$ cat config.mk
export PLATFORM = sky130hd
export DESIGN_NAME = branch_predictor
export DESIGN_NICKNAME = d
export VERILOG_FILES = /design/src/rtl/branch_predictor.sv
export SDC_FILE = /design/constraint.sdc
export NUM_CORES = 1
export LEC_CHECK = 0
export CAP_MARGIN = 20
export CORE_MARGIN = 10
export CORE_UTILIZATION = 41
export DETAILED_ROUTE_END_ITERATION = 6
export GPL_TIMING_DRIVEN = 1
export SLEW_MARGIN = 20
export SYNTH_ARGS = -nofsm -noshare
export SYNTH_HDL_FRONTEND = slang
export SYNTH_SLANG_ARGS = --single-unit
$ cat constraint.sdc
create_clock -name i_clk -period 3.34 [get_ports i_clk]
set_input_delay 0.334 -clock i_clk [delete_from_list [all_inputs] [get_ports i_clk]]
set_output_delay 0.334 -clock i_clk [all_outputs]
set_load 0.05 [all_outputs]
$ cat src/rtl/branch_predictor.sv
// Direct-mapped BTB with saturating counters and execute-stage redirect logic.
// Optional BP_BYPASS_EN forwards a same-cycle table update to the fetch lookup.
module branch_predictor #(
    parameter int IADDR_SPACE_BITS = 16,
    parameter int BTB_ENTRIES      = 8,
    parameter int CNT_BITS         = 2
) (
    input  logic                        i_clk,
    input  logic                        i_reset,
    input  logic [IADDR_SPACE_BITS-1:1] i_fetch_pc,
    output logic                        o_pred_taken,
    output logic [IADDR_SPACE_BITS-1:1] o_pred_target,
    input  logic                        i_ex_valid,
    input  logic                        i_ex_jal_jalr,
    input  logic                        i_ex_branch,
    input  logic                        i_ex_cmp,
    input  logic                        i_ex_pred,
    input  logic [IADDR_SPACE_BITS-1:1] i_ex_pred_target,
    input  logic [IADDR_SPACE_BITS-1:1] i_ex_pc,
    input  logic [IADDR_SPACE_BITS-1:1] i_ex_pc_next,
    input  logic [IADDR_SPACE_BITS-1:1] i_ex_pc_target,
    output logic                        o_pc_select,
    output logic [IADDR_SPACE_BITS-1:1] o_pc_target,
    output logic [15:0]                 o_mispred_cnt
);

    localparam int IA       = IADDR_SPACE_BITS;
    localparam int IDX_BITS = $clog2(BTB_ENTRIES);
    localparam int TAG_BITS = IA - 1 - IDX_BITS;

    localparam logic [CNT_BITS-1:0] CNT_ONE     = CNT_BITS'(1);
    localparam logic [CNT_BITS-1:0] CNT_MAX     = {CNT_BITS{1'b1}};
    localparam logic [CNT_BITS-1:0] CNT_WEAK_T  = CNT_ONE << (CNT_BITS - 1);
    localparam logic [CNT_BITS-1:0] CNT_WEAK_NT = CNT_WEAK_T - CNT_ONE;

    logic                valid_q  [BTB_ENTRIES];
    logic [TAG_BITS-1:0] tag_q    [BTB_ENTRIES];
    logic [IA-1:1]       target_q [BTB_ENTRIES];
    logic [CNT_BITS-1:0] cnt_q    [BTB_ENTRIES];
    logic [15:0]         mispredCnt_q, mispredCnt_d;

    logic [IDX_BITS-1:0] fIdx, eIdx;
    logic [TAG_BITS-1:0] fTag, eTag;

    logic                wrEn_d;
    logic                wrValid_d;
    logic [TAG_BITS-1:0] wrTag_d;
    logic [IA-1:1]       wrTarget_d;
    logic [CNT_BITS-1:0] wrCnt_d;

    logic                rdValid;
    logic [TAG_BITS-1:0] rdTag;
    logic [IA-1:1]       rdTarget;
    logic [CNT_BITS-1:0] rdCnt;
    logic                rdHit;
    logic                bypassHit;

    logic exAct, exCtrl, exHit;

    assign fIdx   = i_fetch_pc[IDX_BITS:1];
    assign fTag   = i_fetch_pc[IA-1:IDX_BITS+1];
    assign eIdx   = i_ex_pc[IDX_BITS:1];
    assign eTag   = i_ex_pc[IA-1:IDX_BITS+1];
    assign exAct  = i_ex_jal_jalr | (i_ex_branch & i_ex_cmp);
    assign exCtrl = i_ex_jal_jalr | i_ex_branch;
    assign exHit  = valid_q[eIdx] && (tag_q[eIdx] == eTag);

    always_comb begin
        o_pc_select = 1'b0;
        o_pc_target = i_ex_pc_next;
        if (i_ex_valid) begin
            if (exAct && (!i_ex_pred || (i_ex_pred_target != i_ex_pc_target))) begin
                o_pc_select = 1'b1;
                o_pc_target = i_ex_pc_target;
            end else if (!exAct && i_ex_pred) begin
                o_pc_select = 1'b1;
            end
        end
    end

    // Post-update image of the entry at the execute PC's index.
    always_comb begin
        wrEn_d     = 1'b0;
        wrValid_d  = valid_q[eIdx];
        wrTag_d    = tag_q[eIdx];
        wrTarget_d = target_q[eIdx];
        wrCnt_d    = cnt_q[eIdx];
        if (i_ex_valid && exCtrl) begin
            if (exHit && exAct) begin
                wrEn_d     = 1'b1;
                wrTarget_d = i_ex_pc_target;
                if (cnt_q[eIdx] != CNT_MAX) begin
                    wrCnt_d = cnt_q[eIdx] + CNT_ONE;
                end
            end else if (exHit) begin
                wrEn_d = 1'b1;
                if (cnt_q[eIdx] != '0) begin
                    wrCnt_d = cnt_q[eIdx] - CNT_ONE;
                end
            end else if (exAct) begin
                wrEn_d     = 1'b1;
                wrValid_d  = 1'b1;
                wrTag_d    = eTag;
                wrTarget_d = i_ex_pc_target;
                wrCnt_d    = CNT_WEAK_T;
            end
        end else if (i_ex_valid && i_ex_pred) begin
            wrEn_d    = 1'b1;
            wrValid_d = 1'b0;
        end
    end

`ifdef BP_BYPASS_EN
    assign bypassHit = wrEn_d && !i_reset && (eIdx == fIdx);
`else
    assign bypassHit = 1'b0;
`endif

    always_comb begin
        rdValid  = valid_q[fIdx];
        rdTag    = tag_q[fIdx];
        rdTarget = target_q[fIdx];
        rdCnt    = cnt_q[fIdx];
        if (bypassHit) begin
            rdValid  = wrValid_d;
            rdTag    = wrTag_d;
            rdTarget = wrTarget_d;
            rdCnt    = wrCnt_d;
        end
    end

    assign rdHit         = rdValid && (rdTag == fTag);
    assign o_pred_taken  = rdHit && rdCnt[CNT_BITS-1];
    assign o_pred_target = rdHit ? rdTarget : '0;

    assign mispredCnt_d  = (o_pc_select && (mispredCnt_q != 16'hFFFF)) ?
                           mispredCnt_q + 16'd1 : mispredCnt_q;
    assign o_mispred_cnt = mispredCnt_q;

    // Reset takes priority over any update presented in the same cycle.
    always_ff @(posedge i_clk) begin
        if (i_reset) begin
            for (int i = 0; i < BTB_ENTRIES; i++) begin
                valid_q[i]  <= 1'b0;
                tag_q[i]    <= '0;
                target_q[i] <= '0;
                cnt_q[i]    <= CNT_WEAK_NT;
            end
            mispredCnt_q <= '0;
        end else begin
            if (wrEn_d) begin
                valid_q[eIdx]  <= wrValid_d;
                tag_q[eIdx]    <= wrTag_d;
                target_q[eIdx] <= wrTarget_d;
                cnt_q[eIdx]    <= wrCnt_d;
            end
            mispredCnt_q <= mispredCnt_d;
        end
    end

endmodule
==> results.toml, run 1 <==
[status]
outcome = "finished, violations left"
failed_checks = "negative setup slack"

[power_and_ir_drop]
leakagePower_nw = 6.40
power.density_cell_area_nw_per_um2 = 468
internal_power_mw = 6.27
comb_power_frac = 0.153
total_switching_power_mw = 2.03
vdd_ir_drop_max_uv = 379
report.power.total_mw = 8.30
sw_frac_of_total = 0.244
pwr-share-seq = 0.448
share_of_total_power_in_the_clock_network = 0.400

[setup_path]
path_buf_inv = 4
cp_slowest_stage_delay_ns = 0.52
crit_slowest_cell = "mux4_2"
critPathCaptureType = "primary output"
worst_r2r_path_depth = 11
crit_path_frequent_cell = "buf_12"
path_class = "flip-flop to primary output"
timing.critical_path.fanout_max = 8
worstPathCellList = "mux4_2, mux2i_1, xnor2_1, nor4_2, buf_4, nand4_1, buf_6, buf_12, nor2_4, buf_12"
timing.critical_path.required_ns = 3.01
worst_setup_path_start_kind = "flip-flop"
cp_num_cells = 10
cp_top_family = "multiplexers"
critical_path_arrival_ns = 3.08

[global_route]
grt_max_degree = 34
overflow = 0
first_global_vias = 9589
grtUsageTotal = 0.201
grt_pass1_wl_um = 61800
antenna_found_initial = 0

[detailed_routing]
via_count = 9284
route.detailed.drc = 0
routed_wl_um = 41100
ant_nets = 0
drtPass1Iterations = 5
ratio_of_routed_vias_to_standard_cells = 5.46
drt-wirelength-per-cell_um = 24.2
drt_iter0_drc = 904

[synth]
synthesis.area_per_instance_um2 = 13.3
asyncSetResetFlopFracSynth = 0
ys_types = 55
number_of_flops_mapped_to_enable_cells_by_yosys = 240
synthesis.instances = 1003
ys.warnings.count = 0
yosysTopAreaCell = "edfxtp_1"
net_count_after_synthesis = 1086
synth.ff_latch_count = 256
leading_register_cell_type_out_of_synthesis = "edfxtp_1"
synth_seq_area_share = 0.565
synth.top_cells.by_count = "240 x edfxtp_1, 164 x nor2_1, 121 x and2_1"
cell_with_the_most_instances_after_synthesis = "edfxtp_1"
area_share_of_the_largest_cell_type_after_synthesis = 0.541
yosys-top-cells-area = "edfxtp_1 54%, mux4_2 12%, and2_1 5.7%"
synth.cell_area_um2 = 13300

[sta]
clock-skew-final_ns = 0.0205
tightestPinTransition_ns = 0.662
finalSetupViolCount = 16
fin_crit_sh = 1.02
final-hold-violation-count = 0
max_slew_margin = 0.556
rsz0062_at_grt = "yes"
fin_setup_tns_ns = -0.484
post-route-min-period_ns = 3.42
fmaxAchievable_mhz = 293
final_max_slew_viol_count = 0
fin_worst_hold_slack_ns = 0.511
finalWorstSetupSlack_ns = -0.0777

[clock_network]
cts_tree = "yes"
clk_latency_ns = 0.56
tritoncts_num_sinks = 256
clockBufferDepth = 3
root_buffer = "clkbuf_16"
path_clk_slew_ns = 0.06
cts_hold_buf = 0
ctsHtreeMaxLevel = 1
cts_inserted_buffers = 28

[worst_hold_path]
holdCritPathClass = "flip-flop to flip-flop"
min_path_cells = 2

[floorplanning]
placement_rows = 65
core_area_um2 = 31800
design.die.area_um2 = 40100
floorplan.io_pins = 130
dieWidth_um = 200
initial_utilization = 0.419
dieHeight_um = 200

[placed_design]
portBuffers = 129
finalWeightedCongestion = 0.908
detailed_place_hpwl_um = 29300

[final_layout]
fin_util = 0.557
post_route_cells_drive_above_1_share = 0.316
flow.area_growth_from_synthesis_pct = 33.2
fill_cell_total_of_the_finished_layout = 2637
antenna_cells_inserted = 0
final_nets = 1326

[job]
maxCapViolations = 0
-- path summary, 6_finish.rpt --
check                   startpoint                end  slack, ns
hold reg to reg   o_mispred_cnt[7]   o_mispred_cnt[7]       0.51
setup reg to reg       tag_q[4][7]        tag_q[4][5]       0.07
setup / recovery      tag_q[3][10]  o_pred_target[14]      -0.08
hold / removal    o_mispred_cnt[7]   o_mispred_cnt[7]       0.51
-- worst register-to-register path: cells and delay by family, from the launching register on --
kind / cells / cell delay (ns)
and+or+nand+nor: 4 / 0.88
buffers and inverters: 3 / 0.48
muxes: 2 / 0.75
DFF: 1 / 0.42
AOI/OAI and AO/OA: 1 / 0.26
xor gates and xnor gates: 1 / 0.20
-- cells by family after synthesis --
group / synth area share
xor gates and xnor gates: 0.0283
adders and majority gates: 0.00169
AOI/OAI and AO/OA: 0.0273
and+or+nand+nor: 0.159
DFF: 0.565
muxes: 0.193
buffers and inverters: 0.0254
-- cell type report --
cell class	instances	area, um2	share of cell area
Tap cell	435	544	0.0307
Timing Repair Buffer	278	3010	0.170
Sequential cell	256	7530	0.425
Multi-Input combinational cell	672	5630	0.318
Inverter	7	26.3	0.00148
Clock inverter	21	280	0.0158
Clock buffer	30	708	0.0400
-- timing repair --
item                       CTS  global route
setup buffers                2             2
resized for setup           30             6
cloned                       1             1
pin swaps                   18             6
setup endpoints to repair   16            92
-- stage by stage --
stage,instances,instance area (um2),setup WS [ns]
floorplan,1003,13400,0.103
global placement,1642,16500,-0.411
detailed placement,1642,16500,-0.410
CTS,1696,17700,-0.0493
global route,1699,17700,-0.182
finish,1699,17700,-0.0777
-- cell usage in the layout, fill, tap and decap left out, types with 15 or more instances in the layout --
master and instances:
buf_4 126, clkbuf_16 29, nor2_1 148, buf_12 52, edfxtp_1 240, mux2_2 47
o21ai_0 19, xnor2_1 38, mux2i_1 41, clkdlybuf4s50_1 93, and2_1 121, dfxtp_1 16
nand2_1 21, o22ai_1 15, nor2_4 16, mux4_2 69
-- power groups by stage --
stage	Clock [mW]	Combinational (mW)	Sequential [mW]
after global routing	3.50	1.34	3.73
after CTS	3.36	1.26	3.71
final	3.32	1.27	3.71
after global placement	0	1.23	3.77
after detailed placement	0	1.24	3.78
after floorplan	0	0.650	3.76
-- state kept, by name, indices dropped and copies added (netlist names) --
| signal | flops |
|---|---|
| target_q | 120 |
| tag_q | 96 |
| cnt_q | 16 |
| o_mispred_cnt | 16 |
| valid_q | 8 |
-- per-layer routing --
| metal | global-route usage | wire length [um] |
|---|---|---|
| met5 | 0 | 0 |
| met4 | 0.0531 | 965 |
| met3 | 0.0329 | 2540 |
| met2 | 0.327 | 20100 |
| met1 | 0.272 | 17500 |
No activity file was read; power rests on OpenSTA's default activity.
==> run 2: changes to the inputs <==
- CORE_UTILIZATION: 41 -> 52
- PLACE_DENSITY: unset -> 0.77
==> results.toml, run 2 (same netlist as run 1, synthesis figures left out) <==
[status]
outcome = "complete, no violations"

[sta]
fin_setup_tns_ns = 0
final-hold-violation-count = 0
max_slew_margin = 0.466
rsz0062_at_grt = "yes"
tightestPinTransition_ns = 0.796
fin_crit_sh = 0.976
post-route-min-period_ns = 3.26
clock-skew-final_ns = 0.0189
fin_worst_hold_slack_ns = 0.509
finalSetupViolCount = 0
final_max_slew_viol_count = 0
fmaxAchievable_mhz = 307

[final_layout]
post-route-cell-area_um2 = 17100
post_route_cells_drive_above_1_share = 0.300
layout_top_registers = "target_q: 120 flops, tag_q: 96 flops"
regMostFlops = "target_q"
flow.area_growth_from_synthesis_pct = 28.7
final_nets = 1306
final-instance-count-excl-fill = 1571
fill_cell_total_of_the_finished_layout = 1724
antenna_cells_inserted = 0
largest_register_ff_count = 120
layout.cells.most_common_list = "240 x edfxtp_1, 148 x nor2_1, 121 x and2_1, 115 x buf_4, 93 x clkdlybuf4s50_1"
layout_commonest_cell = "edfxtp_1"

[setup_path]
cp_top_family = "multiplexers"
path_class = "flip-flop to primary output"
path_buf_inv = 3
critical_path_arrival_ns = 2.92
worstPathCellList = "mux4_2, mux2i_2, xnor2_1, nor4_1, buf_4, nand4_1, buf_6, nor2_2, buf_12"
crit_slowest_cell = "mux4_2"
reg2reg_setup_slack_ns = 0.20
cp_slowest_stage_delay_ns = 0.52
critPathCaptureType = "primary output"
timing.critical_path.required_ns = 3.01
timing.critical_path.fanout_max = 16
worst_setup_path_start_kind = "flip-flop"

[clock_network]
postCtsSetupBuffers = 0
clockBufferDepth = 3
cts_inserted_buffers = 26
clk_latency_ns = 0.55
cts_hold_buf = 0
tritoncts_num_sinks = 256
ctsHtreeMaxLevel = 1
root_buffer = "clkbuf_16"
cts_tree = "yes"
path_clk_slew_ns = 0.07

[placed_design]
post_dp_cell_area_um2 = 16200
finalWeightedCongestion = 0.977
dp_cells = 1525
portBuffers = 129
detailed_place_hpwl_um = 27000

[detailed_routing]
ratio_of_routed_vias_to_standard_cells = 5.98
drtPass1Iterations = 5
route.detailed.drc = 0
drt_iter0_drc = 1020
ant_nets = 0
drt-wirelength-per-cell_um = 24.1
routed_wl_um = 37900
via_count = 9399

[job]
maxCapViolations = 0

[floorplanning]
dieWidth_um = 180
floorplan.io_pins = 130
placement_rows = 58
design.die.area_um2 = 32400
initial_utilization = 0.529
dieHeight_um = 180
core_area_um2 = 25200

[power_and_ir_drop]
vdd_ir_drop_max_uv = 512
power.density_cell_area_nw_per_um2 = 460
leakagePower_nw = 6.19

[global_route]
first_global_vias = 9422
grt_pass1_wl_um = 57500
overflow = 0
antenna_found_initial = 1
grtUsageTotal = 0.227
grt_max_degree = 35

[worst_hold_path]
holdCritPathClass = "flip-flop to flip-flop"
==> run 2: final cells by class <==
class	count	area, um2	area share
clock inverter	12	154	0.00898
inverter	7	26.3	0.00153
sequential	256	7530	0.439
timing repair buffer	260	2780	0.162
multi-input combinational	672	5540	0.324
tap	330	413	0.0241
clock buffer	34	691	0.0403
==> run 2: path summary, 6_finish.rpt <==
path / startpoint / endpoint / cells after the start
setup / recovery: tag_q[2][5] / o_pred_target[12] / 9
hold reg to reg: o_mispred_cnt[7] / o_mispred_cnt[7] / 2
setup reg to reg: tag_q[4][7] / tag_q[4][6] / 11
hold / removal: o_mispred_cnt[7] / o_mispred_cnt[7] / 2
==> run 2: what timing repair did <==
item / CTS / global route
pin swaps: 1 / 2
resized for setup: 3 / 11
endpoints found under the setup margin: 10 / 26
==> run 2: per-layer routing <==
| layer | part of all wire | track usage | routed length (um) | up-vias |
|---|---|---|---|---|
| li1 | - | - | - | 4143 |
| met1 | 0.39 | 0.299 | 14800 | 4688 |
| met2 | 0.49 | 0.371 | 18500 | 497 |
| met3 | 0.094 | 0.0518 | 3570 | 71 |
| met4 | 0.026 | 0.0619 | 983 | 0 |
| met5 | 0 | 0 | 0 | - |
==> run 2: tightest hold or removal path: cells and delay by family (launching register included) <==
family	cells	cell delay [ns]
DFF	1	0.33
AOI/OAI and AO/OA	2	0.14
==> run 2: per-stage QoR <==
step                power [mW]   util  setup WS (ns)
global placement          4.97  0.645         -0.297
floorplan                 4.41      -          0.103
CTS                       7.88  0.679       -0.00153
finish                    7.88  0.681         0.0816
detailed placement        4.99  0.645         -0.448
global route              8.10  0.681        -0.0402
==> run 2: power by group <==
part	internal [mW]	switching [mW]	total, mW	leakage [nW]
clock	1.69	1.24	2.93	0.409
sequential	3.66	0.0617	3.72	2.49
combinational	0.593	0.637	1.23	3.29
total	5.94	1.94	7.88	6.19
